$ cat src/rtl/pulse_handshake_if.sv
// Handshake bundle between the toggle pulse transmitter and its environment.
// master = transmitter side, slave = event source / receiver side.
interface pulse_handshake_if #(
   parameter int CNT_W = 4
);
   logic             src_pulse;
   logic             ovf_clr;
   logic             dst_ack;
   logic             src_req;
   logic             src_busy;
   logic [CNT_W-1:0] pend_cnt;
   logic             src_full;
   logic             src_ovf;

   modport master (
      input  src_pulse, ovf_clr, dst_ack,
      output src_req, src_busy, pend_cnt, src_full, src_ovf
   );

   modport slave (
      output src_pulse, ovf_clr, dst_ack,
      input  src_req, src_busy, pend_cnt, src_full, src_ovf
   );
endinterface

$ cat src/rtl/pulse_handshake_tx.sv
// Source side of a lossless toggle pulse synchronizer: queues events in a
// saturating counter and sends one toggle per echoed acknowledge.
module pulse_handshake_tx #(
   parameter int CNT_W    = 4,
   parameter int SYNC_STG = 2
) (
   input  logic              src_clk,
   input  logic              src_rst_n,
   pulse_handshake_if.master hs
);

   localparam logic [CNT_W-1:0] CNT_MAX = '1;
   localparam logic [CNT_W-1:0] CNT_ONE = CNT_W'(1);

   typedef enum logic {
      IDLE     = 1'b0,
      WAIT_ACK = 1'b1
   } state_t;

   state_t              state;
   state_t              state_nxt;
   logic [SYNC_STG-1:0] ack_pipe;
   logic                ack_sync;
   logic                req_q;
   logic                ovf_q;
   logic [CNT_W-1:0]    cnt_q;
   logic                launch;
   logic                busy;
   logic                full;
   logic                drop;
   logic                aligned;

   // dst_ack is asynchronous; only ack_sync may be used downstream
   always_ff @(posedge src_clk) begin
      if (!src_rst_n) ack_pipe <= '0;
      else            ack_pipe <= {ack_pipe[SYNC_STG-2:0], hs.dst_ack};
   end

   assign ack_sync = ack_pipe[SYNC_STG-1];
   assign aligned  = (ack_sync == req_q);
   assign full     = (cnt_q == CNT_MAX);

   always_ff @(posedge src_clk) begin
      if (!src_rst_n) state <= IDLE;
      else            state <= state_nxt;
   end

   always_comb begin
      state_nxt = state;
      case (state)
         IDLE:     if (cnt_q != '0 && aligned) state_nxt = WAIT_ACK;
         WAIT_ACK: if (aligned)                state_nxt = IDLE;
         default:                              state_nxt = IDLE;
      endcase
   end

   // A mismatched ack after a one-sided reset blocks launch until realigned
   always_comb begin
      launch = 1'b0;
      busy   = 1'b0;
      case (state)
         IDLE:     launch = (cnt_q != '0) && aligned;
         WAIT_ACK: busy   = 1'b1;
         default:  ;
      endcase
   end

   always_ff @(posedge src_clk) begin
      if (!src_rst_n)  req_q <= 1'b0;
      else if (launch) req_q <= ~req_q;
   end

   // Pulse coinciding with launch nets to zero, even when full
   assign drop = hs.src_pulse && full && !launch;

   always_ff @(posedge src_clk) begin
      if (!src_rst_n) begin
         cnt_q <= '0;
      end else if (hs.src_pulse && !launch && !full) begin
         cnt_q <= cnt_q + CNT_ONE;
      end else if (launch && !hs.src_pulse) begin
         cnt_q <= cnt_q - CNT_ONE;
      end
   end

   always_ff @(posedge src_clk) begin
      if (!src_rst_n)      ovf_q <= 1'b0;
      else if (drop)       ovf_q <= 1'b1;
      else if (hs.ovf_clr) ovf_q <= 1'b0;
   end

   assign hs.src_req  = req_q;
   assign hs.src_busy = busy;
   assign hs.pend_cnt = cnt_q;
   assign hs.src_full = full;
   assign hs.src_ovf  = ovf_q;

endmodule

$ cat src/flat_wrapper.sv
// flat-port wrapper written by rule: the top's interface ports become plain ports
module pulse_handshake_tx_flat 
#(
   parameter int CNT_W    = 4,
   parameter int SYNC_STG = 2
)
  (src_clk, src_rst_n, hs_src_pulse, hs_ovf_clr, hs_dst_ack, hs_src_req, hs_src_busy, hs_pend_cnt, hs_src_full, hs_src_ovf);
  pulse_handshake_if #(.CNT_W(CNT_W)) hs_i ();
  input  logic src_clk;
  input  logic src_rst_n;
  input wire logic [$bits(hs_i.src_pulse)-1:0] hs_src_pulse;
  input wire logic [$bits(hs_i.ovf_clr)-1:0] hs_ovf_clr;
  input wire logic [$bits(hs_i.dst_ack)-1:0] hs_dst_ack;
  output wire logic [$bits(hs_i.src_req)-1:0] hs_src_req;
  output wire logic [$bits(hs_i.src_busy)-1:0] hs_src_busy;
  output wire logic [$bits(hs_i.pend_cnt)-1:0] hs_pend_cnt;
  output wire logic [$bits(hs_i.src_full)-1:0] hs_src_full;
  output wire logic [$bits(hs_i.src_ovf)-1:0] hs_src_ovf;
  assign hs_i.src_pulse = hs_src_pulse;
  assign hs_i.ovf_clr = hs_ovf_clr;
  assign hs_i.dst_ack = hs_dst_ack;
  assign hs_src_req = hs_i.src_req;
  assign hs_src_busy = hs_i.src_busy;
  assign hs_pend_cnt = hs_i.pend_cnt;
  assign hs_src_full = hs_i.src_full;
  assign hs_src_ovf = hs_i.src_ovf;
  pulse_handshake_tx #(.CNT_W(CNT_W), .SYNC_STG(SYNC_STG)) u_core (.src_clk(src_clk), .src_rst_n(src_rst_n), .hs(hs_i));
endmodule
$ cat config.mk
export PLATFORM = sky130hd
export DESIGN_NAME = pulse_handshake_tx_flat
export DESIGN_NICKNAME = d
export VERILOG_FILES = /design/src/rtl/pulse_handshake_if.sv /design/src/rtl/pulse_handshake_tx.sv /design/src/flat_wrapper.sv
export SDC_FILE = /design/constraint.sdc
export NUM_CORES = 1
export LEC_CHECK = 0
export BUFFER_PORTS_ARGS = -buffer_cell sky130_fd_sc_hd__buf_2
export CORE_AREA = 2 2 39 41
export DETAILED_ROUTE_END_ITERATION = 16
export DIE_AREA = 0 0 41 43
export PLACE_DENSITY = 0.6
export SETUP_SLACK_MARGIN = 0.5
export SYNTH_ARGS = -nofsm -noshare
export SYNTH_HDL_FRONTEND = slang
export SYNTH_SLANG_ARGS = --single-unit
$ cat constraint.sdc
create_clock -name src_clk -period 3.3 [get_ports src_clk]
set_input_delay 0.165 -clock src_clk [delete_from_list [all_inputs] [get_ports src_clk]]
set_output_delay 0.165 -clock src_clk [all_outputs]
set_load 0.005 [all_outputs]
==> flow_summary.toml <==
[route]
routed_via_density = 4.949
drc = 0
antenna_violating_nets_post_route = 0
wl_um = 824
routedWlPerCell_um = 10.43
vias = 391
dr.pass1.iters = 3
drt_iter0_drc = 3

[layout]
layout_common_cells = "12 x buf_2, 9 x dfxtp_1, 8 x nand2_1"
insertedDiodeCount = 0
seq_area_um2 = 180.2
area.growth.synth_to_final_pct = 19.06
multi_input_area_um2 = 276.5
nets = 72
final_common_cell = "buf_2"
final_cells = 79
nFillCells = 154
drive_gt1_share_pct = 25.40

[timing]
hold_ws_ns = 0.1077
post-route-min-period_ns = 2.242
hold_viol_final = 0
timing.fmax_mhz = 446.0
slew_violations = 0
tightestPinTransition_ns = 0.2916
rsz0062_at_grt = "false"
fin_skew_ns = 0.003032
finalSetupViolCount = 0
setup-tns-final_ns = 0
slew_headroom_pct = 80.56
finalCritPeriodShare_pct = 67.94

[clock_network]
clock_path_buffers = 2
cts_tree = "built"
htreeDepth = 1
cts_resized = 0
holdBufCountCts = 0
clock_latency_ns = 0.26
numCtsBuffers = 3
clock_sinks = 9
cts_root_buf = "clkbuf_4"
path_clk_slew_ns = 0.06
post_cts_buffers = 0

[floorplanning]
row_count = 14
coreArea_um2 = 1384
die_w_um = 41
die-area_um2 = 1763
initial_core_util_pct = 34.63
dieHeight_um = 43
io_pins = 13

[logic_synthesis]
synth-warning-count = 0
yosysSeqAreaShare_pct = 37.60
synth_nets = 57
synth_top_area_share_pct = 37.60
synth_area_leaders = "dfxtp_1 38%, mux2i_1 10%, nand2_1 6.3%"
synth_flop_cell = "dfxtp_1"
synth.avg_cell_area_um2 = 9.780
netlist_area_um2 = 479.2
synth-seq-cells = 9
synth_top_area_cell = "dfxtp_1"
async_flop_share_pct = 0
ys_types = 24
synthCells = 49
synth_edf_count = 0

[setup_path]
crit_fanout = 7
worst_setup_path_start_kind = "flip-flop"
required_ns = 3.49
crit_type = "reg2reg"
arrival_ns = 2.43
cp-end-kind = "flip-flop"

[placed_design]
place_hpwl_um = 637.1
placed_cells = 75
port_buffers = 12
place_congestion = 0.7005

[grt]
grt_pass1_vias = 362
grtUsageTotal_pct = 12.17
grt_overflow = 0
grt_pass1_wl_um = 1400
grt_max_degree = 14
antenna_found_initial = 0

[status]
status = "finished clean"

[power]
p_leak_uw = 0.0002803
powerDensity_nw_per_um2 = 857.9
peakVddDrop_uv = 311.7

[run]
maxCapViolCount = 0

[hold_path]
hold_path_class = "in2reg"
-- registers in the layout, summed over array words and instances (netlist names) --
register / count
u_core.hs.pend_cnt: 4
u_core.ack_pipe: 2
u_core.state: 1
u_core.hs.src_req: 1
u_core.hs.src_ovf: 1
-- synthesized netlist by cell type, types with 2 or more instances --
master	instances
mux2i_1	5
dfxtp_1	9
ha_1	2
and2_1	3
nand2b_1	2
nand2_1	8
xor2_1	2
inv_1	2
-- routing by layer --
| layer | global-route usage, % | vias up | share of wire, % |
|---|---|---|---|
| li1 | - | 196 | - |
| met1 | 14.89 | 185 | 50 |
| met2 | 16.88 | 8 | 43 |
| met4 | 8.000 | 0 | 1.7 |
| met3 | 4.712 | 2 | 5.2 |
| met5 | 0 | - | 0 |
-- kinds of logic after synthesis --
group / synth area share, %
adder cells (fa/ha/maj): 9.399
XOR/XNOR: 5.484
multiplexers: 15.14
flip-flops: 37.60
AND/OR/NAND/NOR: 21.67
AO/OA/AOI/OAI: 6.006
buffers and inverters: 4.699
-- per-stage QoR --
stage	setup slack, ns	total power (µW)	util [%]	cell area (µm²)
after floorplan	1.307	369.9	-	479.2
after detailed placement	1.051	409.1	39.33	544.3
final	1.058	489.4	41.23	570.5
after global placement	1.144	405.5	39.33	544.3
after CTS	1.037	496.3	41.23	570.5
after global routing	0.8415	534.7	41.23	570.5
-- worst max-delay path, cell delays in order, from the launching register on --
cell      delay, ns
dfxtp_1        0.36
nor4_1         0.30
or3_1          0.33
nand2_1        0.18
ha_1           0.35
a21oi_1        0.18
a211oi_1       0.09
mux2i_1        0.17
mux2i_1        0.21
-- report_power, final --
| part | leakage, µW | internal [µW] | total [µW] | switching [µW] |
|---|---|---|---|---|
| clock network | 0.0000150 | 46.6 | 84.5 | 38.0 |
| registers | 0.0000743 | 138 | 172 | 33.6 |
| logic | 0.000191 | 122 | 233 | 110 |
| total | 0.000280 | 307 | 489 | 182 |
-- cell type report --
type | instances | area share, %
Clock buffer | 4 | 4.605
Inverter | 2 | 1.316
Multi-Input combinational cell | 36 | 48.46
Sequential cell | 9 | 31.58
Tap cell | 16 | 3.509
Timing Repair Buffer | 12 | 10.53
-- final timing paths --
check | from | slack, ns | depth (start not counted) | end
hold reg to reg | u_core.ack_pipe[0] | 0.43 | 1 | u_core.ack_pipe[1]
hold / removal | hs_dst_ack | 0.11 | 2 | u_core.ack_pipe[0]
setup / recovery | u_core.hs.pend_cnt[0] | 1.06 | 8 | u_core.hs.pend_cnt[3]
setup reg to reg | u_core.hs.pend_cnt[0] | 1.06 | 8 | u_core.hs.pend_cnt[3]
Power figures use the tool's default switching activity.
